--- src/rtl/sipo_pkg.sv ---
// rtl/sipo_pkg.sv - shared types, constants and helpers for the SIPO frame deserializer
package sipo_pkg;

  localparam int OVF_CNT_W = 16;
  localparam int MAX_WIDTH = 255;
  localparam int MAX_CW    = 4;

  function automatic int chan_w(input int channels);
    return (channels > 1) ? $clog2(channels) : 1;
  endfunction

  // Widest legal entry; the top narrows data/chan to its own WIDTH/CW
  typedef struct packed {
    logic [MAX_WIDTH-1:0] data;
    logic [MAX_CW-1:0]    chan;
  } word_entry_t;

endpackage

--- src/rtl/sync_fifo.sv ---
// rtl/sync_fifo.sv - single-clock FIFO, power-of-two depth, push accepted when full if a pop coincides
module sync_fifo #(
  parameter int DEPTH = 4,
  parameter int W     = 8
) (
  input  logic         clk,
  input  logic         rstn,
  input  logic         push,
  input  logic [W-1:0] push_data,
  input  logic         pop,
  output logic [W-1:0] pop_data,
  output logic         full,
  output logic         empty
);

  localparam int AW = $clog2(DEPTH);

  logic [W-1:0] mem [DEPTH];
  logic [AW:0]  wr_ptr;
  logic [AW:0]  rd_ptr;
  logic         do_push;
  logic         do_pop;

  assign empty    = (wr_ptr == rd_ptr);
  assign full     = (wr_ptr[AW] != rd_ptr[AW]) && (wr_ptr[AW-1:0] == rd_ptr[AW-1:0]);
  assign do_pop   = pop && !empty;
  assign do_push  = push && (!full || do_pop);
  assign pop_data = mem[rd_ptr[AW-1:0]];

  // Storage is cleared on reset so the head reads zero out of reset
  always_ff @(posedge clk) begin
    if (!rstn) begin
      wr_ptr <= '0;
      rd_ptr <= '0;
      for (int i = 0; i < DEPTH; i++) mem[i] <= '0;
    end else begin
      if (do_push) begin
        mem[wr_ptr[AW-1:0]] <= push_data;
        wr_ptr              <= wr_ptr + (AW+1)'(1);
      end
      if (do_pop) rd_ptr <= rd_ptr + (AW+1)'(1);
    end
  end

endmodule

--- src/rtl/sipo_frame_deserializer.sv ---
// rtl/sipo_frame_deserializer.sv - serial-to-parallel audio word assembler with frame sync and output FIFO
// Optional SIPO_OVF_COUNT_EN adds a saturating dropped-word counter port ovf_count.
module sipo_frame_deserializer import sipo_pkg::*; #(
  parameter int WIDTH    = 32,
  parameter int CHANNELS = 2,
  parameter int DEPTH    = 4,
  localparam int CW      = chan_w(CHANNELS)
) (
  input  logic                 clk,
  input  logic                 rstn,
  input  logic                 in,
  input  logic                 enable,
  input  logic                 frame,
  input  logic                 msb_first,
  output logic [WIDTH-1:0]     out_data,
  output logic [CW-1:0]        out_chan,
  output logic                 out_valid,
  input  logic                 out_ready,
`ifdef SIPO_OVF_COUNT_EN
  output logic [OVF_CNT_W-1:0] ovf_count,
`endif
  output logic                 overflow,
  output logic                 sync_err
);

  localparam int            BW        = $clog2(WIDTH);
  localparam logic [BW-1:0] LAST_BIT  = BW'(WIDTH - 1);
  localparam logic [CW-1:0] LAST_CHAN = CW'(CHANNELS - 1);

  logic [BW-1:0]    bit_cnt;
  logic [CW-1:0]    chan_cnt;
  logic [WIDTH-1:0] shreg;
  logic             msb_q;

  logic             resync;
  logic [BW-1:0]    bit_idx;
  logic [CW-1:0]    chan_idx;
  logic             word_start;
  logic             msb_mode;
  logic [WIDTH-1:0] base;
  logic [WIDTH-1:0] shreg_next;
  logic             last_bit;
  logic             push;
  logic             pop;
  logic             full;
  logic             empty;
  logic             drop;

  // A frame marker forces this bit to be bit 0 of channel 0, discarding any partial word
  always_comb begin
    resync     = frame && ((bit_cnt != '0) || (chan_cnt != '0));
    bit_idx    = frame ? '0 : bit_cnt;
    chan_idx   = frame ? '0 : chan_cnt;
    word_start = (bit_idx == '0);
    msb_mode   = word_start ? msb_first : msb_q;
    base       = word_start ? '0 : shreg;
    shreg_next = msb_mode ? {base[WIDTH-2:0], in} : {in, base[WIDTH-1:1]};
    last_bit   = (bit_idx == LAST_BIT);
    push       = enable && last_bit;
  end

  assign pop       = out_valid && out_ready;
  assign out_valid = !empty;
  assign drop      = push && full && !pop;

  sync_fifo #(
    .DEPTH (DEPTH),
    .W     (WIDTH + CW)
  ) u_fifo (
    .clk       (clk),
    .rstn      (rstn),
    .push      (push),
    .push_data ({shreg_next, chan_idx}),
    .pop       (pop),
    .pop_data  ({out_data, out_chan}),
    .full      (full),
    .empty     (empty)
  );

  always_ff @(posedge clk) begin
    if (!rstn) begin
      bit_cnt  <= '0;
      chan_cnt <= '0;
      shreg    <= '0;
      msb_q    <= 1'b0;
      overflow <= 1'b0;
      sync_err <= 1'b0;
    end else begin
      overflow <= drop;
      sync_err <= enable && resync;
      if (enable) begin
        shreg <= shreg_next;
        msb_q <= msb_mode;
        if (last_bit) begin
          bit_cnt  <= '0;
          chan_cnt <= (chan_idx == LAST_CHAN) ? '0 : chan_idx + CW'(1);
        end else begin
          bit_cnt  <= bit_idx + BW'(1);
          chan_cnt <= chan_idx;
        end
      end
    end
  end

`ifdef SIPO_OVF_COUNT_EN
  always_ff @(posedge clk) begin
    if (!rstn)
      ovf_count <= '0;
    else if (drop && (ovf_count != '1))
      ovf_count <= ovf_count + OVF_CNT_W'(1);
  end
`endif

endmodule

--- config.mk ---
export PLATFORM = sky130hd
export DESIGN_NAME = sipo_frame_deserializer
export DESIGN_NICKNAME = d
export VERILOG_FILES = /design/src/rtl/sipo_pkg.sv /design/src/rtl/sync_fifo.sv /design/src/rtl/sipo_frame_deserializer.sv
export SDC_FILE = /design/constraint.sdc
export NUM_CORES = 1
export LEC_CHECK = 0
export ABC_AREA = 1
export BUFFER_PORTS_ARGS = -buffer_cell sky130_fd_sc_hd__buf_2
export CORE_MARGIN = 1.5
export CORE_UTILIZATION = 57
export DETAILED_ROUTE_END_ITERATION = 6
export GPL_TIMING_DRIVEN = 0
export PLACE_DENSITY_LB_ADDON = 0.1
export SLEW_MARGIN = 20
export SYNTH_ARGS = -nofsm -noshare
export SYNTH_HDL_FRONTEND = slang
export SYNTH_SLANG_ARGS = --single-unit
--- constraint.sdc ---
create_clock -name clk -period 6.8 [get_ports clk]
set_clock_uncertainty 0.1 [all_clocks]
set_input_delay 0.68 -clock clk [delete_from_list [all_inputs] [get_ports clk]]
set_output_delay 0.68 -clock clk [all_outputs]
set_load 0.05 [all_outputs]
==> results by group <==
Yosys
  – Post-synthesis sequential area ratio: 60.9%
  – Yosys top cell area share: 48.8%
  – Syn avg cell area: 9.48 sq um
  – Net count after synthesis: 868
  – Ranking of synthesized cells by area: edfxtp_1 49%, dfxtp_1 12%, nor2_1 9.8%
  – Count leader, synth: nor2_1
  – Yosys warns: 0
  – Syn Inst Count: 856
  – Post-synth EDFFs: 132
  – Cell Area, Synth: 8120 sq um
  – Register bit total from synthesis: 181
  – Library cells used by synthesis: 32
  – Post-synth top area cell: edfxtp_1
  – Top FF cell, synth: edfxtp_1
  – Synth cell count leaders: 212 x nor2_1, 132 x edfxtp_1, 111 x o21ai_0
  – Asr flop ratio synth: 0%

Final layout
  – ANT cells: 0
  – Filler cell count: 1,129
  – Share of layout cells above drive strength 1: 12.8%
  – # nets final: 932
  – Layout area overhead: 14.6%

STA
  – Fin Setup TNS: 0 ns
  – Worst slew pin tran: 0.806 ns
  – RSZ-0062 raised after global routing: false
  – Period utilisation layout: 49.1%
  – Fmax: 300 MHz
  – # setup viols final: 0
  – Worst slew margin: 46.2%
  – Slew Viols, Final: 0
  – Final hold vios: 0
  – Min Tclk post-route: 3.34 ns
  – Min Hold Slack: 0.401 ns

Global routing
  – Total GRT Usage: 29.7%
  – First-pass GRT wire length: 32,700 um
  – Largest net degree at the start of global routing: 27
  – Gr ovfl total: 0
  – Vias in the first global route: 6,123
  – Initial antenna violation count: 0

Detailed routing
  – Number of remaining DRC errors: 0
  – Drt via density: 5.79
  – Via count: 6,441
  – DRT Pass-1 Iters: 5
  – DR WL/cell: 18.9 um
  – Post-Route WL: 21,100 um
  – Antenna Violating Nets Remaining: 0
  – Initial DRC Count: 766

Worst setup path
  – CP max FO: 10
  – R2r startpoint: bit_cnt[0]
  – WP data required: 6.02 ns
  – Worst Path Arrival: 2.56 ns
  – Crit-path cells: inv_1 -> clkbuf_1 -> clkbuf_1 -> o21ai_0 -> o22ai_1 -> buf_2
  – CP endpoint kind: output port
  – Crit-path slowest cell: clkbuf_1
  – CP dominant cell by count: clkbuf_1
  – CP startpoint kind: flop
  – Crit Path Category: flop to output port
  – Largest stage delay on the critical path: 0.50 ns

Pwr
  – PwrDens: 293 nW/um^2
  – Int Power: 1.96 mW
  – Total power draw: 2.72 mW
  – Peak supply drop: 175 uV
  – P_leak: 3.57 nW
  – Sw power: 762 uW
  – Comb power frac: 16.1%
  – Seq pwr share: 45.7%
  – Sw frac: 28.0%
  – Clock share of power: 38.3%

Clock network
  – Postcts setup bufs: 0
  – Clk_lat worst skew: 0.43 ns
  – Reg clk slew, reported paths: 0.06 ns
  – Hold Buf Count CTS: 0
  – Root buffer cell: clkbuf_16
  – CTS tree: built
  – H-tree depth: 4
  – CTS sink cnt: 181
  – Clock buffer depth: 2
  – CTS resizes: 0
  – Num CTS Buffers: 17

Worst hold path
  – Worst Hold Launch: u_fifo.rd_ptr[2]
  – Worst hold path type: flop to flop

Die
  – Core Area: 13,900 sq um
  – Io pins: 43
  – Rows: 43
  – Total die area: 15,000 sq um
  – Initial core utilization: 58.5%
  – Die Y: 122 um
  – Die Span X: 122 um

Placed design
  – Dpl hpwl: 14,100 um
  – IO buf count: 41
  – GP Congestion: 0.898

Outcome
  – Status: finished clean

Flow run
  – # Max-Cap Violations: 0
==> worst max-delay path, delay by kind of cell (launching register included) <==
family                 cells  cell delay, ns
buffers and inverters      4            1.33
AO/OA/AOI/OAI              2            0.42
flip-flops                 1            0.37
==> final timing paths <==
kind,end,slack [ns],depth (start not counted)
setup reg to reg,u_fifo.mem[0][15],3.55,12
setup / recovery,out_data[21],3.46,6
hold / removal,u_fifo.rd_ptr[2],0.40,2
hold reg to reg,u_fifo.rd_ptr[2],0.40,2
==> layout by cell type, fill, tap and decap left out, types with 2 or more instances in the layout <==
| cell | netlist | layout |
|---|---|---|
| xor2_1 | 4 | 4 |
| nand4_4 | 3 | 3 |
| o22ai_1 | 33 | 33 |
| nand2_1 | 75 | 72 |
| clkbuf_8 | 0 | 2 |
| a21oi_1 | 39 | 39 |
| clkinv_1 | 2 | 2 |
| edfxtp_1 | 132 | 132 |
| buf_2 | 5 | 46 |
| clkbuf_16 | 0 | 22 |
| dfxtp_1 | 49 | 49 |
| nor2_4 | 1 | 2 |
| nand3b_1 | 2 | 2 |
| clkinv_2 | 0 | 4 |
| nand4_1 | 2 | 2 |
| buf_16 | 0 | 2 |
| ha_1 | 5 | 5 |
| buf_6 | 14 | 14 |
| o21ai_1 | 6 | 6 |
| nor2_2 | 6 | 6 |
| inv_1 | 64 | 64 |
| clkbuf_4 | 0 | 2 |
| and2_2 | 3 | 3 |
| clkbuf_1 | 34 | 35 |
| inv_2 | 2 | 2 |
| buf_12 | 0 | 2 |
| o21ai_0 | 111 | 111 |
| nand3_1 | 43 | 43 |
| nand2_2 | 1 | 4 |
| nor2_1 | 212 | 211 |
==> logic make-up after synthesis <==
group / share of synthesized area (%)
and+or+nand+nor: 18.3
xor gates and xnor gates: 0.540
buffers and inverters: 7.08
DFF: 60.9
AOI/OAI and AO/OA: 12.4
adders and majority gates: 0.771
==> state kept, by name (all words and copies together), names as in the netlist, named ones only <==
register,flops
chan_cnt,1
u_fifo.rd_ptr,3
sync_err,1
bit_cnt,5
msb_q,1
u_fifo.mem,132
overflow,1
shreg,32
u_fifo.wr_ptr,3
==> cell type report <==
| class | instances | area (sq um) | area share, % |
|---|---|---|---|
| multi-input cells | 552 | 2610 | 28.1 |
| clock inverters | 5 | 50.0 | 0.538 |
| repair buffers | 45 | 300 | 3.23 |
| well taps | 180 | 225 | 2.42 |
| clock buffers | 27 | 597 | 6.41 |
| plain buffers | 55 | 319 | 3.43 |
| inverters | 68 | 255 | 2.74 |
| flip-flops and latches | 181 | 4940 | 53.1 |
==> power by group through the flow <==
stage,clock [mW],combinational [mW],sequential [mW]
after floorplan,0,0.311,1.26
after global placement,0,0.418,1.27
after detailed placement,0,0.433,1.27
after CTS,1.05,0.435,1.24
after global routing,1.10,0.467,1.25
final,1.04,0.437,1.24
==> layer usage <==
layer	track usage, %	part of all wire [%]	vias to the layer above
met2	46.2	47	298
met3	6.09	7.8	37
li1	-	-	3026
met4	11.2	2.6	0
met1	41.3	43	3080
met5	0	0	-
==> metrics by stage <==
step	setup slack (ns)	util, %	cells	area [sq um]
6_report	3.46	67.0	1113	9300
5_1_grt	3.27	67.0	1113	9300
4_1_cts	3.49	67.0	1113	9300
2_1_floorplan	3.10	-	856	8120
3_3_place_gp	1.60	61.6	1077	8550
3_5_place_dp	3.14	62.4	1081	8660
Power figures use the tool's default switching activity.
